==> config.mk <==
export PLATFORM = sky130hd
export DESIGN_NAME = operador_pipe_flat
export DESIGN_NICKNAME = d
export VERILOG_FILES = /design/src/rtl/operador_pipe_if.sv /design/src/rtl/operador_pipe.sv /design/src/flat_wrapper.sv
export SDC_FILE = /design/constraint.sdc
export NUM_CORES = 1
export LEC_CHECK = 0
export ABC_AREA = 1
export CORE_MARGIN = 8
export CORE_UTILIZATION = 27
export CTS_CLUSTER_SIZE = 12
export DETAILED_ROUTE_END_ITERATION = 8
export PLACE_DENSITY_LB_ADDON = 0.2
export RECOVER_POWER = 50
export SLEW_MARGIN = 30
export SYNTH_ARGS = -nofsm -noshare
export SYNTH_HDL_FRONTEND = slang
export SYNTH_SLANG_ARGS = --single-unit
export TNS_END_PERCENT = 100
==> constraint.sdc <==
create_clock -name clk -period 4.02 [get_ports clk]
set_clock_uncertainty 0.2 [all_clocks]
set_input_delay 1.005 -clock clk [delete_from_list [all_inputs] [get_ports clk]]
set_output_delay 1.005 -clock clk [all_outputs]
set_load 0.05 [all_outputs]
==> src/rtl/operador_pipe_if.sv <==
// Handshake bus of the two-stage operator pipeline: instruction/operand input side and result output side.
// flag_c/flag_z exist only when OPERADOR_FLAGS_EN is defined.
interface operador_pipe_if #(
    parameter int WIDTH = 4
);
    logic [7:0]       instr;
    logic [WIDTH-1:0] A;
    logic [WIDTH-1:0] B;
    logic             in_valid;
    logic             in_ready;
    logic [WIDTH-1:0] dato_mux;
    logic             out_valid;
    logic             out_ready;
`ifdef OPERADOR_FLAGS_EN
    logic             flag_c;
    logic             flag_z;
`endif

    modport master (
        output instr, A, B, in_valid, out_ready,
`ifdef OPERADOR_FLAGS_EN
        input  flag_c, flag_z,
`endif
        input  in_ready, dato_mux, out_valid
    );

    modport slave (
        input  instr, A, B, in_valid, out_ready,
`ifdef OPERADOR_FLAGS_EN
        output flag_c, flag_z,
`endif
        output in_ready, dato_mux, out_valid
    );
endinterface

==> src/rtl/operador_pipe.sv <==
// Two-stage operator pipeline: S1 captures opcode/operands, S2 computes and registers the result.
// Optional carry/zero flags are compiled in with the OPERADOR_FLAGS_EN macro.
module operador_pipe #(
    parameter int WIDTH = 4,
    parameter int OPW   = 3
) (
    input  logic           clk,
    input  logic           rst,
    operador_pipe_if.slave bus
);

    logic             advance_s;
    logic [OPW-1:0]   opcode_s;
    logic             unused_instr_s;

    logic             s1_valid_q, s1_valid_d;
    logic [OPW-1:0]   s1_op_q,    s1_op_d;
    logic [WIDTH-1:0] s1_a_q,     s1_a_d;
    logic [WIDTH-1:0] s1_b_q,     s1_b_d;

    logic [WIDTH-1:0] res_s;
    logic             out_valid_q, out_valid_d;
    logic [WIDTH-1:0] dato_q,      dato_d;

    function automatic logic [WIDTH-1:0] alu_result(
        input logic [OPW-1:0]   op,
        input logic [WIDTH-1:0] a,
        input logic [WIDTH-1:0] b
    );
        logic [WIDTH-1:0] r;
        case (op)
            3'd0:    r = a + b;
            3'd1:    r = ~a;
            3'd2:    r = {a[WIDTH-2:0], 1'b0};
            3'd3:    r = {1'b0, a[WIDTH-1:1]};
            3'd4:    r = {{(WIDTH-1){1'b0}}, (a == b)};
            3'd5:    r = {{(WIDTH-1){1'b0}}, (a > b)};
            3'd6:    r = {a[WIDTH-1], a[WIDTH-1:1]};
            3'd7:    r = a & b;
            default: r = {WIDTH{1'b0}};
        endcase
        return r;
    endfunction

    assign opcode_s       = bus.instr[7 -: OPW];
    assign unused_instr_s = ^bus.instr[7-OPW:0];
    assign advance_s      = !out_valid_q || bus.out_ready;
    assign bus.in_ready   = advance_s;

    // S1 next state: valid tracks in_valid on every advance, operands load only on a transfer.
    always_comb begin
        s1_valid_d = s1_valid_q;
        s1_op_d    = s1_op_q;
        s1_a_d     = s1_a_q;
        s1_b_d     = s1_b_q;
        if (advance_s) begin
            s1_valid_d = bus.in_valid;
            if (bus.in_valid) begin
                s1_op_d = opcode_s;
                s1_a_d  = bus.A;
                s1_b_d  = bus.B;
            end else begin
                s1_op_d = s1_op_q;
                s1_a_d  = s1_a_q;
                s1_b_d  = s1_b_q;
            end
        end else begin
            s1_valid_d = s1_valid_q;
        end
    end

    // S1 register.
    always_ff @(posedge clk or posedge rst) begin
        if (rst) begin
            s1_valid_q <= 1'b0;
            s1_op_q    <= {OPW{1'b0}};
            s1_a_q     <= {WIDTH{1'b0}};
            s1_b_q     <= {WIDTH{1'b0}};
        end else begin
            s1_valid_q <= s1_valid_d;
            s1_op_q    <= s1_op_d;
            s1_a_q     <= s1_a_d;
            s1_b_q     <= s1_b_d;
        end
    end

    // Combinational result of the operation held in S1.
    always_comb begin
        res_s = alu_result(s1_op_q, s1_a_q, s1_b_q);
    end

    // S2 next state: reload from S1 whenever the pipe advances, otherwise hold for the stalled consumer.
    always_comb begin
        out_valid_d = out_valid_q;
        dato_d      = dato_q;
        if (advance_s) begin
            out_valid_d = s1_valid_q;
            dato_d      = res_s;
        end else begin
            out_valid_d = out_valid_q;
            dato_d      = dato_q;
        end
    end

    // S2 register.
    always_ff @(posedge clk or posedge rst) begin
        if (rst) begin
            out_valid_q <= 1'b0;
            dato_q      <= {WIDTH{1'b0}};
        end else begin
            out_valid_q <= out_valid_d;
            dato_q      <= dato_d;
        end
    end

    assign bus.out_valid = out_valid_q;
    assign bus.dato_mux  = dato_q;

`ifdef OPERADOR_FLAGS_EN
    logic carry_s;
    logic flag_c_q, flag_c_d;
    logic flag_z_q, flag_z_d;

    // Unsigned add overflows exactly when the truncated sum wraps below an operand.
    function automatic logic alu_carry(
        input logic [OPW-1:0]   op,
        input logic [WIDTH-1:0] a,
        input logic [WIDTH-1:0] b
    );
        logic c;
        case (op)
            3'd0:    c = ((a + b) < a);
            3'd2:    c = a[WIDTH-1];
            3'd3:    c = a[0];
            3'd6:    c = a[0];
            default: c = 1'b0;
        endcase
        return c;
    endfunction

    // Carry of the operation held in S1.
    always_comb begin
        carry_s = alu_carry(s1_op_q, s1_a_q, s1_b_q);
    end

    // Flag next state follows the same advance/hold rule as the result.
    always_comb begin
        flag_c_d = flag_c_q;
        flag_z_d = flag_z_q;
        if (advance_s) begin
            flag_c_d = carry_s;
            flag_z_d = (res_s == {WIDTH{1'b0}});
        end else begin
            flag_c_d = flag_c_q;
            flag_z_d = flag_z_q;
        end
    end

    // Flag registers.
    always_ff @(posedge clk or posedge rst) begin
        if (rst) begin
            flag_c_q <= 1'b0;
            flag_z_q <= 1'b0;
        end else begin
            flag_c_q <= flag_c_d;
            flag_z_q <= flag_z_d;
        end
    end

    assign bus.flag_c = flag_c_q;
    assign bus.flag_z = flag_z_q;
`endif

endmodule

==> src/flat_wrapper.sv <==
// flat-port wrapper written by rule: the top's interface ports become plain ports
module operador_pipe_flat 
#(
    parameter int WIDTH = 4,
    parameter int OPW   = 3
)
  (clk, rst, bus_instr, bus_A, bus_B, bus_in_valid, bus_out_ready, bus_in_ready, bus_dato_mux, bus_out_valid);
  operador_pipe_if #(.WIDTH(WIDTH)) bus_i ();
  input  logic clk;
  input  logic rst;
  input wire logic [$bits(bus_i.instr)-1:0] bus_instr;
  input wire logic [$bits(bus_i.A)-1:0] bus_A;
  input wire logic [$bits(bus_i.B)-1:0] bus_B;
  input wire logic [$bits(bus_i.in_valid)-1:0] bus_in_valid;
  input wire logic [$bits(bus_i.out_ready)-1:0] bus_out_ready;
  output wire logic [$bits(bus_i.in_ready)-1:0] bus_in_ready;
  output wire logic [$bits(bus_i.dato_mux)-1:0] bus_dato_mux;
  output wire logic [$bits(bus_i.out_valid)-1:0] bus_out_valid;
  assign bus_i.instr = bus_instr;
  assign bus_i.A = bus_A;
  assign bus_i.B = bus_B;
  assign bus_i.in_valid = bus_in_valid;
  assign bus_i.out_ready = bus_out_ready;
  assign bus_in_ready = bus_i.in_ready;
  assign bus_dato_mux = bus_i.dato_mux;
  assign bus_out_valid = bus_i.out_valid;
  operador_pipe #(.WIDTH(WIDTH), .OPW(OPW)) u_core (.clk(clk), .rst(rst), .bus(bus_i));
endmodule
# After elaboration in Yosys (flattened, before gate mapping)
# Cells that the tools add are included.
[totals]
in_bits = 20
latchBits = 0
mem_bits_ro = 0
mem_bits_rw = 0
regBits = 17
wordCells = 23
output_inout_bits = 6
mem_count = 0
[op_classes]
n_reduce_logical = 4
shifts = 0
n_mul = 0
div_mod_pow = 0
n_eq_ne = 8
n_bitwise = 2
addsub = 1
n_mux = 1
n_lt_le_gt_ge = 1
[op_table]
columns = ["op", "n"]
rows = [
  ["one-hot mux 4 bit (8 select lines)", 1],
  ["equality test 3 bit (second input constant)", 4],
  ["equality test 3 x 2 -> 1 bit (second input constant)", 2],
  ["adder 4 bit", 1],
  ["AND 4 bit", 1],
  ["equality test 4 bit", 1],
  ["greater-than comparator 4 bit", 1],
  ["NOT 4 bit", 1],
  ["equality test 3 x 1 -> 1 bit (second input constant)", 1],
  ["zero test 3 bit", 1],
  ["AND reduction 2 bit", 1],
  ["zero test 1 bit", 1],
  ["logical OR 1 bit", 1],
]

# Logic depth before layout (Yosys ltp)
[depth]
ltp_word = 3
depth_mapped = 11
ltp_nobuf = 11

# Worst setup path after synthesis
# Ideal clock, no wire load.
[synth_path]
path_type = "input-to-output"
startpoint = "in bus_out_ready"
endpoint = "out bus_in_ready"
arrival_ps = 1296
cell_stages = 2
slack_ps = 1519
t_required_ps = 2815
n_path_buf = 0
path_cell_list = "nor2_4 -> inv_2"
[synth_via]
elab_chain_cells = 1
[synth_rtl]
columns = ["element", "line", "source"]
rows = [
  ["start, declared", "flat_wrapper.sv:15", "input wire logic [$bits(bus_i.out_ready)-1:0] bus_out_ready;"],
  ["logical OR 1 bit", "operador_pipe.sv:47", "assign advance_s = !out_valid_q || bus.out_ready;"],
  ["end, declared", "flat_wrapper.sv:16", "output wire logic [$bits(bus_i.in_ready)-1:0] bus_in_ready;"],
]
# No other way between the ends.

# Worst setup path in the final report
# Same ends and word-level chain as after synthesis.

==> results.md <==
* Run status: complete, no violations
* Total gr overflow at 0
* Postcts setup bufs at 0
* DP HPWL at 2.06 mm
* RSZ-0062 raised after global routing: false
* Commonest non-fill, non-tap cells in the layout: nand2_1 (33), nor2_1 (17), clkdlybuf4s50_1 (17), dfrtp_1 (17), inv_1 (16)
* Crit-path max cell delay at 0.54 ns
* Finished Cell Area at 1410 sq um
* WL per Instance at 11.9 um
* Synth warnings at 0
* # setup viols final at 0
* Clock-pin slew on the worst setup and hold paths at 0.07 ns
* Synth Area per Inst at 7.73 sq um
* CP delay by family, top: buffers and inverters
* Initial antenna violation count at 0
* Core ar. at 4030 sq um
* Routability-driven placement congestion ratio at 0.776
* Worst endpoint required time at 2.81 ns
* Highest clock rate at 290 MHz
* Routed vias/inst at 4.34
* DR top layer: met4
* Synth Cell Area at 1140 sq um
* Area grow syn2layout at 23.3%
* Placed inst area at 1370 sq um
* CP max-delay cell: dlygate4sd3_1
* Die X-Extent at 81.1 um
* Die extent in y at 81.1 um
* Crit path DAT at 2.24 ns
* FP Rows at 23
* Worst-margin pin slew at 0.651 ns
* Part of the power in registers at 36.1%
* WP buf/inv at 3
* Post-Place Setup Slack at 0.871 ns
* CTS Buffer Depth at 2
* Critical-path cell list: dlygate4sd3_1, nor2_1, inv_2, buf_4
* Leakage dissipation at 0.699 nW
* Pin count of the biggest net entering global routing at 23
* Vias in the first global route at 1015
* Final-stage net count at 198
* Clock share of power at 20.1%
* Synth unique cells at 24
* VDD IR max at 0.000170 V
* Post-layout min period at 3.45 ns
* Top cell type by total area after synthesis: dfrtp_1
* Via count at 946
* Worst Setup End Kind: output port
* Detail Route Antenna Nets at 0
* Worst-skew pair later-pin latency at 0.26 ns
* Net Sw Frac at 42.4%
* Synth Register Bits at 17
* Routed wl met3 at 51 um
* Antenna cell count at 0
* Reg-to-reg startpoint: u_core.bus.out_valid$_DFFE_PP0N_
* Hold_sp: u_core.s1_valid_q$_DFFE_PP0N_
* GRT Resource Usage Total at 8.91%
* Clock sink count at 17
* Post-Syn Nets at 177
* Final worst slack at 0.574 ns
* CTS tree: yes
* Synth top area cells: dfrtp_1 (37%), nand2_1 (11%), ha_1 (8.8%)
* Setup TNS at 0 ns
* DR WL met2 at 1.27 mm
* Most common library cell in the layout ignoring fill and taps: nand2_1
* Final cycle utilization of the critical path at 85.7%
* Register area share after synthesis at 37.2%
* Full die area at 6570 sq um
* Layout cell share with drive strength beyond 1 at 13.1%
* Crit Path Max Fanout at 7
* DRT Pass-1 Iters at 4
* H-tree levels at 1
* Final design utilization at 35.0%
* Min-Delay Path Class: flop to flop
* First-pass GRT wire length at 4.56 mm
* Max-cap violations at 0
* DRC at 0
* Slew Limit Fails at 0
* I/O Pins at 26
* Hold-fix buffers, CTS at 0
* Buffers on Ports at 20
* Initial Util at 28.4%
* P_int at 0.000385 W
* Final Hold Vio Count at 0
* Slew HR at 56.6%
* Inserted Clock Buffers at 3
* Wirelength, routed at 2.60 mm
* Crit path launch: bus_out_ready
* Crit Path Category: primary input to output port
* Comb power frac at 43.8%
* Post-synth top area share at 37.2%
* CTS root buf: clkbuf_8
* Syn Inst Count at 148
* DRT iter0 DRCs at 55
* Met1 WL at 1.22 mm
* Pwr dens at 474 nW/um^2
* Startpoint class of the critical path: primary input
* P_sw at 0.000283 W
* PostCTS Resize Cnt at 0
==> power by group through the flow <==
stage	registers, W	clock network, W	logic (W)
after floorplan	0.000288	0	0.000168
after global placement	0.000244	0	0.000294
after detailed placement	0.000245	0	0.000299
after CTS	0.000241	0.000136	0.000300
after global routing	0.000248	0.000146	0.000326
final	0.000241	0.000134	0.000292
==> path summary, 6_finish.rpt <==
path	to	slack [ns]	depth (start not counted)
worst max-delay path	bus_in_ready	0.57	4
worst min-delay path	u_core.bus.out_valid$_DFFE_PP0N_	0.26	2
worst max register to register	u_core.s1_b_q[0]$_DFFE_PP0P_	2.18	5
worst min register to register	u_core.bus.out_valid$_DFFE_PP0N_	0.26	2
max in group asynchronous	u_core.s1_op_q[0]$_DFFE_PP0P_	2.13	2
min in group asynchronous	u_core.bus.dato_mux[3]$_DFFE_PP0N_	1.07	2
==> final cells by class <==
cell class	count	area, sq um
Timing Repair Buffer	20	198
Tap cell	50	62.6
Multi-Input combinational cell	102	586
Sequential cell	17	425
Fill cell	449	2620
Inverter	25	93.8
Clock buffer	4	45.0
==> stage by stage <==
stage / power (W) / hold slack [ns] / cells
3_3_place_gp: 0.000537 / 0.231 / 214
5_1_grt: 0.000720 / 0.301 / 218
2_1_floorplan: 0.000456 / 0.220 / 148
3_5_place_dp: 0.000544 / 0.239 / 214
6_report: 0.000668 / 0.257 / 218
4_1_cts: 0.000678 / 0.258 / 218
==> per-layer routing <==
metal | GRT usage, % | up-vias
met2 | 14.5 | 12
met4 | 5.36 | 0
met5 | 0 | -
met3 | 1.55 | 4
li1 | - | 504
met1 | 10.8 | 426
==> worst min-delay path: stages, from the launching register on <==
cell     delay (ns)
dfrtp_1        0.33
inv_1          0.04
nand2_1        0.05
==> kinds of logic (layout without fill, tap and decap cells) <==
family / count (synthesis) / after routing / synth area share, %
multiplexers: 1 / 1 / 0.985
XOR/XNOR: 1 / 1 / 0.766
flip-flops: 17 / 17 / 37.2
adder cells (fa/ha/maj): 9 / 9 / 10.5
buffers and inverters: 29 / 49 / 10.9
AO/OA/AOI/OAI: 20 / 20 / 10.2
AND/OR/NAND/NOR: 71 / 71 / 29.4
==> state kept, by name (all words and copies together) (netlist names) <==
signal and count:
u_core.bus.out_valid 1, u_core.s1_a_q 4, u_core.s1_op_q 3, u_core.s1_valid_q 1, u_core.s1_b_q 4, u_core.bus.dato_mux 4
==> Yosys cell counts, drive strengths merged <==
library cell,instances
a21oi,16
buf,4
clkinv,4
dfrtp,17
fa,1
ha,8
inv,21
mux2,1
nand2,36
nand3,12
nand4,4
nor2,19
o21a,2
o21ai,2
xnor2,1
(Power assumes the default switching activity.)
